$ cat config.mk
export PLATFORM = sky130hd
export DESIGN_NAME = wb_port_arbiter_flat
export DESIGN_NICKNAME = d
export VERILOG_FILES = /design/src/rtl/wb_port_arbiter_if.sv /design/src/rtl/wb_port_arbiter.sv /design/src/flat_wrapper.sv
export SDC_FILE = /design/constraint.sdc
export NUM_CORES = 1
export LEC_CHECK = 0
export ABC_AREA = 1
export CORE_MARGIN = 2
export CORE_UTILIZATION = 42
export DETAILED_ROUTE_END_ITERATION = 16
export PLACE_DENSITY = 0.68
export SETUP_SLACK_MARGIN = 0.1
export SYNTH_ARGS = -nofsm -noshare
export SYNTH_HDL_FRONTEND = slang
export SYNTH_SLANG_ARGS = --single-unit
$ cat constraint.sdc
create_clock -name clk -period 3.4 [get_ports clk]
set_input_delay 0.51 -clock clk [delete_from_list [all_inputs] [get_ports clk]]
set_output_delay 0.51 -clock clk [all_outputs]
set_load 0.05 [all_outputs]
$ cat src/rtl/wb_port_arbiter_if.sv
// Register-file write-port arbitration bundle: pipeline writeback, LU result handshake,
// and the shared register-file write port plus the stall request back to the pipeline.
// master: pipeline/LU/register-file side; slave: the arbiter.
interface wb_port_arbiter_if;
  // pipeline writeback from the MEM/WB register
  logic        wb_we;
  logic [4:0]  wb_waddr;
  logic [31:0] wb_wdata;
  // long-latency unit result handshake
  logic        lu_valid;
  logic [4:0]  lu_waddr;
  logic [31:0] lu_wdata;
  logic        lu_ready;
  // register-file write port and pipeline stall request
  logic        rf_we;
  logic [4:0]  rf_waddr;
  logic [31:0] rf_wdata;
  logic        stall_req;

  modport master (
    output wb_we, wb_waddr, wb_wdata,
    output lu_valid, lu_waddr, lu_wdata,
    input  lu_ready,
    input  rf_we, rf_waddr, rf_wdata,
    input  stall_req
  );

  modport slave (
    input  wb_we, wb_waddr, wb_wdata,
    input  lu_valid, lu_waddr, lu_wdata,
    output lu_ready,
    output rf_we, rf_waddr, rf_wdata,
    output stall_req
  );
endinterface

$ cat src/rtl/wb_port_arbiter.sv
// Shares the register-file write port between pipeline writeback and queued LU results.
// Latency: one cycle from grant to rf_* outputs; stall_req is registered.
// Backpressure: lu_ready drops when the LU FIFO is full; stall_req on full or starved head.
//
// Ports:
//   clk            rising-edge clock
//   rst            synchronous active-high reset
//   bus (slave)    wb_*       pipeline writeback (always wins the port)
//                  lu_*       LU result valid/ready handshake
//                  rf_*       registered register-file write port
//                  stall_req  registered stall request to pipeline control
module wb_port_arbiter #(
  parameter int DEPTH    = 2,  // LU FIFO entries, power of two, >= 2
  parameter int MAX_WAIT = 4   // cycles the FIFO head may starve before stalling
) (
  input logic          clk,
  input logic          rst,
  wb_port_arbiter_if.slave bus
);

  localparam int PW = $clog2(DEPTH);
  localparam int CW = $clog2(DEPTH + 1);
  localparam int AW = $clog2(MAX_WAIT + 1);

  localparam logic [CW-1:0] FULL_CNT = CW'(DEPTH);
  localparam logic [AW-1:0] AGE_MAX  = AW'(MAX_WAIT);

  typedef enum logic {
    NORMAL = 1'b0,
    STALL  = 1'b1
  } state_t;

  // LU result FIFO
  logic [4:0]    fifo_addr [DEPTH];
  logic [31:0]   fifo_data [DEPTH];
  logic [PW-1:0] wr_ptr;
  logic [PW-1:0] rd_ptr;
  logic [CW-1:0] count;
  logic [CW-1:0] count_nxt;
  logic [AW-1:0] age;
  logic [AW-1:0] age_nxt;
  state_t        state;
  state_t        state_nxt;

  logic fifo_empty;
  logic pipe_req;
  logic lu_acc;
  logic lu_nz;
  logic push;
  logic pop;
  logic bypass;

  assign fifo_empty = (count == '0);

  // Writes to r0 are architecturally void, so they never occupy the port.
  assign pipe_req = bus.wb_we & (bus.wb_waddr != 5'd0);

  // Ready looks only at the registered count: a pop this cycle does not make room
  // for a push in the same cycle, which keeps lu_ready off any combinational path.
  assign bus.lu_ready = ~rst & (count != FULL_CNT);

  assign lu_acc = bus.lu_valid & bus.lu_ready;
  // r0 results complete the handshake but are dropped here.
  assign lu_nz  = lu_acc & (bus.lu_waddr != 5'd0);

  // Grant order: pipeline, then FIFO head, then an LU result straight through
  // when nothing is queued ahead of it.
  assign pop    = ~pipe_req & ~fifo_empty;
  assign bypass = ~pipe_req & fifo_empty & lu_nz;
  assign push   = lu_nz & ~bypass;

  always_comb begin
    count_nxt = count;
    case ({push, pop})
      2'b10:   count_nxt = count + CW'(1);
      2'b01:   count_nxt = count - CW'(1);
      default: count_nxt = count;
    endcase
  end

  // Head age: any cycle with a non-empty FIFO and no pop means the pipeline took the port.
  always_comb begin
    age_nxt = age;
    if (pop || fifo_empty) begin
      age_nxt = '0;
    end else if (age != AGE_MAX) begin
      age_nxt = age + AW'(1);
    end
  end

  // Once stalling, keep stalling until the FIFO is fully drained so the pipeline
  // does not resume and immediately starve the queue again.
  always_comb begin
    state_nxt = state;
    case (state)
      NORMAL: if (count_nxt == FULL_CNT || age_nxt >= AGE_MAX) state_nxt = STALL;
      STALL:  if (count_nxt == '0) state_nxt = NORMAL;
      default: state_nxt = NORMAL;
    endcase
  end

  // FIFO storage needs no reset: count gates every read.
  always_ff @(posedge clk) begin
    if (!rst && push) begin
      fifo_addr[wr_ptr] <= bus.lu_waddr;
      fifo_data[wr_ptr] <= bus.lu_wdata;
    end
  end

  always_ff @(posedge clk) begin
    if (rst) begin
      count         <= '0;
      wr_ptr        <= '0;
      rd_ptr        <= '0;
      age           <= '0;
      state         <= NORMAL;
      bus.stall_req <= 1'b0;
      bus.rf_we     <= 1'b0;
      bus.rf_waddr  <= 5'd0;
      bus.rf_wdata  <= 32'd0;
    end else begin
      count         <= count_nxt;
      age           <= age_nxt;
      state         <= state_nxt;
      bus.stall_req <= (state_nxt == STALL);

      // Pointers wrap naturally because DEPTH is a power of two.
      if (push) wr_ptr <= wr_ptr + PW'(1);
      if (pop)  rd_ptr <= rd_ptr + PW'(1);

      if (pipe_req) begin
        bus.rf_we    <= 1'b1;
        bus.rf_waddr <= bus.wb_waddr;
        bus.rf_wdata <= bus.wb_wdata;
      end else if (pop) begin
        bus.rf_we    <= 1'b1;
        bus.rf_waddr <= fifo_addr[rd_ptr];
        bus.rf_wdata <= fifo_data[rd_ptr];
      end else if (bypass) begin
        bus.rf_we    <= 1'b1;
        bus.rf_waddr <= bus.lu_waddr;
        bus.rf_wdata <= bus.lu_wdata;
      end else begin
        // Address/data hold their last values; only the enable drops.
        bus.rf_we    <= 1'b0;
      end
    end
  end

endmodule

$ cat src/flat_wrapper.sv
// flat-port wrapper written by rule: the top's interface ports become plain ports
module wb_port_arbiter_flat 
#(
  parameter int DEPTH    = 2,                                        
  parameter int MAX_WAIT = 4                                                     
)
  (clk, rst, bus_wb_we, bus_wb_waddr, bus_wb_wdata, bus_lu_valid, bus_lu_waddr, bus_lu_wdata, bus_lu_ready, bus_rf_we, bus_rf_waddr, bus_rf_wdata, bus_stall_req);
  wb_port_arbiter_if bus_i ();
  input logic clk;
  input logic rst;
  input wire logic [$bits(bus_i.wb_we)-1:0] bus_wb_we;
  input wire logic [$bits(bus_i.wb_waddr)-1:0] bus_wb_waddr;
  input wire logic [$bits(bus_i.wb_wdata)-1:0] bus_wb_wdata;
  input wire logic [$bits(bus_i.lu_valid)-1:0] bus_lu_valid;
  input wire logic [$bits(bus_i.lu_waddr)-1:0] bus_lu_waddr;
  input wire logic [$bits(bus_i.lu_wdata)-1:0] bus_lu_wdata;
  output wire logic [$bits(bus_i.lu_ready)-1:0] bus_lu_ready;
  output wire logic [$bits(bus_i.rf_we)-1:0] bus_rf_we;
  output wire logic [$bits(bus_i.rf_waddr)-1:0] bus_rf_waddr;
  output wire logic [$bits(bus_i.rf_wdata)-1:0] bus_rf_wdata;
  output wire logic [$bits(bus_i.stall_req)-1:0] bus_stall_req;
  assign bus_i.wb_we = bus_wb_we;
  assign bus_i.wb_waddr = bus_wb_waddr;
  assign bus_i.wb_wdata = bus_wb_wdata;
  assign bus_i.lu_valid = bus_lu_valid;
  assign bus_i.lu_waddr = bus_lu_waddr;
  assign bus_i.lu_wdata = bus_lu_wdata;
  assign bus_lu_ready = bus_i.lu_ready;
  assign bus_rf_we = bus_i.rf_we;
  assign bus_rf_waddr = bus_i.rf_waddr;
  assign bus_rf_wdata = bus_i.rf_wdata;
  assign bus_stall_req = bus_i.stall_req;
  wb_port_arbiter #(.DEPTH(DEPTH), .MAX_WAIT(MAX_WAIT)) u_core (.clk(clk), .rst(rst), .bus(bus_i));
endmodule
# Yosys cells after proc, flatten, opt, wreduce, memory -nomap -nowiden
# Memory sizes are Yosys's and may differ from the RTL's. A register that Yosys moved wholly into a read port is not among the register bits.
# Cells that the tools add are included.
# W data, S select, Z words.
[word_totals] ff_bits=46 ramBits=74 output_inout_bits=40 word_cells=64 memories=2
[mem_list] memory="u_core.fifo_data" words=2 word_bits=32 read_ports=1 rd_ports_with_merged_regs=1 wr=1 line_no="wb_port_arbiter.sv:35" text="logic [31:0] fifo_data [DEPTH];"
[mem_list] memory="u_core.fifo_addr" words=2 word_bits=5 read_ports=1 rd_ports_with_merged_regs=1 wr=1 line_no="wb_port_arbiter.sv:34" text="logic [4:0] fifo_addr [DEPTH];"
[classes] n_addsub=5 magnitude_cmp=1 n_eq_ne=5 muxes=21 bitwise=13 reduce_logical=9
[op_table] operator="$mux W32" n=3
[op_table] operator="$mux W5" n=3
[op_table] operator="$mux W1" n=11
[op_table] operator="$reduce_bool A5 Y1" n=2
[op_table] operator="$and A1 B1 Y1" n=8
[op_table] operator="$mux W3" n=2
[op_table] operator="$not A1 Y1" n=5
[op_table] operator="$eq A2 B2 Y1 const B" n=2
[op_table] operator="$logic_not A2 Y1" n=2
[op_table] operator="$pmux W2 S2" n=1
[op_table] operator="$add A3 B1 Y3 const B" n=1
[op_table] operator="$ge A3 B3 Y1 const B" n=1
[op_table] operator="$ne A3 B3 Y1 const B" n=1
[op_table] operator="$reduce_bool A3 Y1" n=1
[op_table] operator="$add A1 B1 Y1 const B" n=2
[op_table] operator="$add A2 B1 Y2 const B" n=1
[op_table] operator="$eq A2 B1 Y1 const B" n=1
[op_table] operator="$logic_or A1 B1 Y1" n=2
[op_table] operator="$ne A2 B2 Y1 const B" n=1
[op_table] operator="$pmux W1 S2" n=1
[op_table] operator="$sub A2 B1 Y2 const B" n=1
[op_table] operator="$logic_and A1 B1 Y1" n=1
[op_table] operator="$logic_not A1 Y1" n=1

# Logic depth before layout (Yosys ltp)
# Gate-level depths: netlist of run 1.
[depth] depth_word=13 depth_mapped=14 ltp_nobuf=13

# Worst setup path after synthesis of run 1
# OpenSTA, ideal clock, no wires.
[synth_timing] path_kind="in2reg" start="input bus_wb_waddr[2]" end="memory u_core.fifo_addr[1][0], enable pin" setup_ns=0.431 arrival_time_ns=2.759 t_required_ns=2.969 slack_ns=0.210 cell_stages=7 n_path_buf=1 path_cell_list="inv_1 nand3_1 nand2_2 nand2_2 buf_2 nand2_1 nor2_1"
[synth_between] elab_chain_cells=10
[synth_lines] item="start: declaration" line_no="flat_wrapper.sv:12" text="input wire logic [$bits(bus_i.wb_waddr)-1:0] bus_wb_waddr;"
[synth_lines] item="$reduce_bool A5 Y1" line_no="wb_port_arbiter.sv:56" text="assign pipe_req = bus.wb_we & (bus.wb_waddr != 5'd0);"
[synth_lines] item="$and A1 B1 Y1" line_no="wb_port_arbiter.sv:56"
[synth_lines] item="$not A1 Y1" line_no="wb_port_arbiter.sv:69" text="assign bypass = ~pipe_req & fifo_empty & lu_nz;"
[synth_lines] item="$and A1 B1 Y1 (2 in series)" line_no="wb_port_arbiter.sv:69"
[synth_lines] item="$not A1 Y1" line_no="wb_port_arbiter.sv:70" text="assign push = lu_nz & ~bypass;"
[synth_lines] item="$and A1 B1 Y1" line_no="wb_port_arbiter.sv:70"
[synth_lines] item="$logic_and A1 B1 Y1" line_no="wb_port_arbiter.sv:104" text="if (!rst && push) begin"
[synth_lines] item="$mux W1" line_no="wb_port_arbiter.sv:104"
[synth_lines] item="$mux W1 (implied by the code)" line_no="wb_port_arbiter.sv:105" text="fifo_addr[wr_ptr] <= bus.lu_waddr;"
[synth_lines] item="end: declaration" line_no="wb_port_arbiter.sv:34"
# Every way passes these cells.

# Worst setup path in the final report of run 1
[layout_timing] start="input bus_wb_waddr[2]" end="register u_core.bus.stall_req"
[layout_between] elab_chain_cells=13 elab_cells_between_ends=20 cone_classes="order compare (1); eq/ne (3); mux (5); bitwise (7); reduce/logical (4)"
[layout_lines] item="$reduce_bool A5 Y1 *" line_no="wb_port_arbiter.sv:56"
[layout_lines] item="$and A1 B1 Y1 *" line_no="wb_port_arbiter.sv:56"
[layout_lines] item="$not A1 Y1 *" line_no="wb_port_arbiter.sv:68, wb_port_arbiter.sv:69"
[layout_lines] item="$and A1 B1 Y1 (2 in series)" line_no="wb_port_arbiter.sv:69"
[layout_lines] item="$not A1 Y1" line_no="wb_port_arbiter.sv:70"
[layout_lines] item="$and A1 B1 Y1" line_no="wb_port_arbiter.sv:70"
[layout_lines] item="$eq A2 B1 Y1 or $eq A2 B2 Y1 (tied branches)" line_no="wb_port_arbiter.sv:74" text="case ({push, pop})"
[layout_lines] item="$pmux W2 S2" line_no="wb_port_arbiter.sv:74"
[layout_lines] item="$eq A2 B2 Y1" line_no="wb_port_arbiter.sv:96" text="NORMAL: if (count_nxt == FULL_CNT || age_nxt >= AGE_MAX) state_nxt = STALL;"
[layout_lines] item="$logic_or A1 B1 Y1" line_no="wb_port_arbiter.sv:96"
[layout_lines] item="$mux W1" line_no="wb_port_arbiter.sv:96"
[layout_lines] item="$pmux W1 S2 *" line_no="wb_port_arbiter.sv:95" text="case (state)"
[layout_lines] item="end signal: assignment" line_no="wb_port_arbiter.sv:125" text="bus.stall_req <= (state_nxt == STALL);"
[layout_lines] item="end: declaration" line_no="wb_port_arbiter_if.sv:33" text="output stall_req"
# Every way passes the cells marked *; elsewhere a longest branch is shown, timed or not.
# A chain may end at the register's enable or synchronous reset.

==> results.yml, run 1 <==
sta:
  report.final.hold_viol_count: 0
  max_freq_mhz: 414
  fin_worst_skew_ns: 0.00659
  fin_crit_ns: 2.42
  slew_headroom: 0.234
  finalSetupViolCount: 0
  slew_violations: 0
  finalCritPeriodShare: 0.711
  rsz0062_at_grt: "no"
  worstMarginPinSlew_ns: 1.15
  fin_tns_setup_ns: 0
  finalHoldWorstSlack_ns: 0.451
setup_path:
  arrival_ns: 2.78
  slowest_stage: "clkdlybuf4s50_1"
  critPathLaunchType: "primary input"
  crit_fanout: 9
  crit_top_cell: "nand2_1"
  max_stage_delay_ns: 0.51
  crit_chain: "clkdlybuf4s50_1, inv_1, nand3_1, nand2_2, nand2_2, nand2_1, ha_1, or2_2, nand2_1, xor2_1, inv_1, nand2_1, nand2_1, nand2_1"
  required_ns: 3.76
  critPathCaptureType: "flip-flop"
  crit_type: "primary input to flip-flop"
power:
  p_comb_frac: 0.327
  p_int_uw: 3710
  power_leakage_uw: 0.00329
  swShare: 0.353
  totalPowerFinal_uw: 5740
  powerDensity_nw_per_um2: 754
  switchingPower_uw: 2030
  power_frac_clock: 0.332
  power.share.sequential: 0.341
  peakVddDrop_v: 0.000387
drt:
  vias: 4657
  postRouteAntennaNets: 0
  routed_wl_um: 14000
  post_drt_wl_per_cell_um: 14.2
  first_iter_violations: 294
  drt-vias-per-instance: 4.71
  drc: 0
  first_pass_iters: 5
cells_and_area:
  nets: 880
  n_antenna_cell: 0
  fin_area_um2: 7610
  areaGrowthSynthToFinish_pct: 34.1
  drive_gt1_frac: 0.0714
  final_cells: 988
die:
  start_util: 0.429
  die_w_um: 120
  die-area_um2: 14500
  num_rows: 42
  io_pins: 118
  core_um2: 13200
  die-height_um: 120
logic_synthesis:
  syn_area_um2: 5680
  seq_area_frac_synth: 0.557
  synth_top_cell_area_share: 0.392
  syn_inst: 684
  yosysTopAreaCell: "edfxtp_1"
  synth-seq-cells: 121
  synth_nets: 765
  yosysWarningCount: 0
  avgSynthCellArea_um2: 8.30
  yosys.cell_types.count: 26
  synth_area_leaders: "edfxtp_1, dfxtp_1, nand2_1"
place:
  hpwl_um: 9020
  routabilityCongestion: 0.797
  placed_cell_area_um2: 6990
  portBuffers: 117
  dp.cells: 956
clocking:
  cts_resized: 0
  cts.sinks: 121
  cts_setup_buffers: 0
  htree_levels: 4
  cts_buffer_depth: 2
  clk_latency_ns: 0.42
  numCtsBuffers: 17
  postCtsHoldBufs: 0
  cts_tree: "done"
  path_clk_slew_ns: 0.05
  clockRootBuffer: "clkbuf_16"
hold_path:
  min_path_type: "flip-flop to flip-flop"
flow_run:
  drv_cap: 0
global_routing:
  grt_overflow: 0
  grt_pass1_vias: 4691
  grt_max_degree: 75
  antenna_found_initial: 0
  grt_pass1_wl_um: 22700
  track_usage: 0.204
run_status:
  status: "finished clean"
[placed cells by master, fill, tap and decap left out, types with 2 or more instances in the layout]
cell	count
nand2_1	196
clkdlybuf4s50_1	116
nor2_1	108
inv_1	89
edfxtp_1	74
dfxtp_1	46
nand3_1	44
o21ai_0	40
nand3b_1	19
clkbuf_16	17
buf_4	12
a21oi_1	6
bufinv_16	5
clkbuf_1	5
clkinv_2	4
nand2_2	3
nor2_2	3
inv_2	3
nor2_8	3
xor2_1	3
ha_1	3
nand3_4	2
nor3_1	2
[layer usage]
metal	GRT usage	vias up	routed length [um]
li1	-	2367	-
met1	0.239	2121	5960
met2	0.362	153	7010
met3	0.0472	16	894
met4	0.0828	0	170
met5	0	-	0
[worst max-delay path: cells and delay by family]
family / cells / cell delay, ns
xor gates and xnor gates: 1 / 0.14
adders and majority gates: 1 / 0.25
and+or+nand+nor: 9 / 1.20
buffers and inverters: 3 / 0.68
[state kept, by name, indices dropped and copies added, names as in the netlist, named ones only]
name	count
u_core.age	3
u_core.bus.rf_waddr	5
u_core.bus.rf_wdata	32
u_core.bus.rf_we	1
u_core.bus.stall_req	1
u_core.count	2
u_core.fifo_addr	10
u_core.fifo_data	64
u_core.rd_ptr	1
u_core.wr_ptr	1
[cells in the mapped netlist, drive strengths merged]
| master | n |
|---|---|
| nand2 | 200 |
| nor2 | 115 |
| inv | 93 |
| edfxtp | 74 |
| dfxtp | 47 |
| nand3 | 46 |
| o21ai | 40 |
| buf | 24 |
| nand3b | 19 |
| clkbuf | 9 |
| a21oi | 6 |
| ha | 3 |
| xor2 | 3 |
| nor3 | 2 |
| nand4 | 1 |
| nor3b | 1 |
| or2 | 1 |
[per-stage QoR]
| stage | worst slack, ns | utilization |
|---|---|---|
| floorplan | 0.210 | - |
| global placement | 0.690 | 0.528 |
| detailed placement | 0.599 | 0.528 |
| CTS | 1.02 | 0.575 |
| global route | 0.741 | 0.575 |
| finish | 0.983 | 0.575 |
[cells by family after synthesis]
group / count (synthesis) / share of synthesized area
buffers and inverters: 126 / 0.0950
xor gates and xnor gates: 3 / 0.00463
and+or+nand+nor: 385 / 0.296
adders and majority gates: 3 / 0.00661
DFF: 121 / 0.557
AOI/OAI and AO/OA: 46 / 0.0406
[power by group through the flow]
stage	sequential (uW)	combinational [uW]	clock, uW
after floorplan	2360	908	0
after global placement	1970	1850	0
after detailed placement	1980	1880	0
after CTS	1960	1890	1930
after global routing	1990	2060	2000
final	1960	1880	1900
[path summary, 6_finish.rpt]
path	start	end	slack, ns	depth (start not counted)
worst max-delay path	bus_wb_waddr[2]	u_core.bus.stall_req$_SDFF_PP0_	0.98	14
worst min-delay path	u_core.bus.rf_wdata[20]$_SDFFE_PP0P_	u_core.bus.rf_wdata[20]$_SDFFE_PP0P_	0.45	2
worst max register to register	u_core.count[0]$_SDFF_PP0_	u_core.bus.stall_req$_SDFF_PP0_	1.02	12
worst min register to register	u_core.bus.rf_wdata[20]$_SDFFE_PP0P_	u_core.bus.rf_wdata[20]$_SDFFE_PP0P_	0.45	2
[final cells by class]
| class | count | area [um^2] |
|---|---|---|
| multi-input cells | 437 | 1980 |
| flip-flops and latches | 121 | 3160 |
| clock buffers | 22 | 444 |
| fillers | 1198 | 5630 |
| repair buffers | 129 | 1270 |
| clock inverters | 10 | 174 |
| inverters | 93 | 352 |
| well taps | 176 | 220 |
Note: power is estimated with default switching activity, not from simulation.
==> run 2, diff against run 1 <==
==> constraint.sdc (replaced) <==
create_clock -name clk -period 2.5 [get_ports clk]
set_input_delay 0.375 -clock clk [delete_from_list [all_inputs] [get_ports clk]]
set_output_delay 0.375 -clock clk [all_outputs]
set_load 0.05 [all_outputs]
==> results.yml, run 2 (same netlist as run 1, synthesis figures left out) <==
run_status:
  status: "finished clean"
power:
  peakVddDrop_v: 0.000819
  totalPowerFinal_uw: 7990
  power_leakage_uw: 0.00335
  powerDensity_nw_per_um2: 1030
global_routing:
  grt_max_degree: 49
  track_usage: 0.206
  grt_overflow: 0
  grt_pass1_wl_um: 22800
  grt_pass1_vias: 4646
  antenna_found_initial: 0
die:
  die-height_um: 120
  num_rows: 42
  io_pins: 118
  die-area_um2: 14500
  core_um2: 13200
  die_w_um: 120
  start_util: 0.429
hold_path:
  hp-start: "u_core.bus.rf_wdata[20]$_SDFFE_PP0P_"
  min_path_type: "flip-flop to flip-flop"
setup_path:
  crit_fanout: 3
  startpoint: "u_core.bus.stall_req$_SDFF_PP0_"
  max_stage_delay_ns: 0.83
  arrival_ns: 1.64
  crit_family: "buffers and inverters"
  timing.rr.start: "u_core.count[0]$_SDFF_PP0_"
  worst-path-buf-inv: 1
  slowest_stage: "clkdlybuf4s50_1"
  required_ns: 2.12
  crit_chain: "clkdlybuf4s50_1"
  critPathLaunchType: "flip-flop"
  crit_type: "flip-flop to primary output"
  critPathCaptureType: "primary output"
place:
  hpwl_um: 9290
  place_ws_ns: 0.0831
  routabilityCongestion: 0.776
  portBuffers: 117
cells_and_area:
  final_cell_mix: "nand2_1, clkdlybuf4s50_1, nor2_1, inv_1, edfxtp_1"
  drive_gt1_frac: 0.0866
  nets: 888
  utilization: 0.585
  top_register: "u_core.fifo_data"
  final_common_cell: "nand2_1"
  largest_register_ffs: 64
  n_antenna_cell: 0
  areaGrowthSynthToFinish_pct: 36.6
  biggestRegsByFlops: "u_core.fifo_data (64), u_core.bus.rf_wdata (32), u_core.fifo_addr (10)"
drt:
  drc: 0
  post_drt_wl_per_cell_um: 14.1
  routed_wl_um: 14000
  vias: 4721
  first_iter_violations: 305
  first_pass_iters: 5
  drt-vias-per-instance: 4.74
  postRouteAntennaNets: 0
flow_run:
  drv_cap: 0
sta:
  finalCritPeriodShare: 0.806
  fin_worst_skew_ns: 0.00512
  timing.final.ws_setup_ns: 0.485
  report.final.hold_viol_count: 0
  finalSetupViolCount: 0
  slew_headroom: 0.372
  worstMarginPinSlew_ns: 0.941
  max_freq_mhz: 496
  slew_violations: 0
  rsz0062_at_grt: "no"
  fin_crit_ns: 2.01
  fin_tns_setup_ns: 0
clocking:
  cts_tree: "done"
  path_clk_slew_ns: 0.06
  cts_buffer_depth: 2
  clk_latency_ns: 0.42
  clockRootBuffer: "clkbuf_16"
  postCtsHoldBufs: 0
  numCtsBuffers: 17
  cts_resized: 0
  cts.sinks: 121
  htree_levels: 4
  cts_setup_buffers: 0
-- run 2: changes by cell type in the layout (fill, tap and decap cells not counted) --
cell        before  now
buf_12           1    4
buf_4           12   17
clkbuf_1         5    0
clkbuf_8         0    3
clkinv_2         4    2
clkinv_4         0    1
clkinvlp_4       0    3
-- run 2: power breakdown --
part,leakage [uW],total (uW),switching [uW],internal (uW)
Combinational,0.00198,2690,1770,918
Sequential,0.00106,2610,174,2430
Clock,0.000316,2700,858,1840
Total,0.00335,7990,2800,5190
-- run 2: final timing paths --
check,to,slack [ns],cells past startpoint
hold / removal,u_core.bus.rf_wdata[20]$_SDFFE_PP0P_,0.45,2
setup / recovery,bus_stall_req,0.49,1
hold reg to reg,u_core.bus.rf_wdata[20]$_SDFFE_PP0P_,0.45,2
setup reg to reg,u_core.bus.stall_req$_SDFF_PP0_,0.57,13
-- run 2: layout make-up --
cell class                      count  area (um^2)
Clock buffer                       20          467
Clock inverter                     12          195
Timing Repair Buffer              137         1370
Multi-Input combinational cell    437         1980
Fill cell                        1156         5490
Sequential cell                   121         3160
Inverter                           93          352
Tap cell                          176          220
-- run 2: stage by stage --
stage | area [um^2] | cells | hold WS (ns)
global route | 7750 | 996 | 0.475
global placement | 7090 | 964 | 0.436
floorplan | 5680 | 684 | 0.446
finish | 7750 | 996 | 0.447
CTS | 7750 | 996 | 0.452
detailed placement | 7090 | 964 | 0.440
-- run 2: layer usage --
metal / global-route usage / part of all wire
met5: 0 / 0
met4: 0.0814 / 0.016
met3: 0.0552 / 0.059
met2: 0.356 / 0.49
met1: 0.246 / 0.44
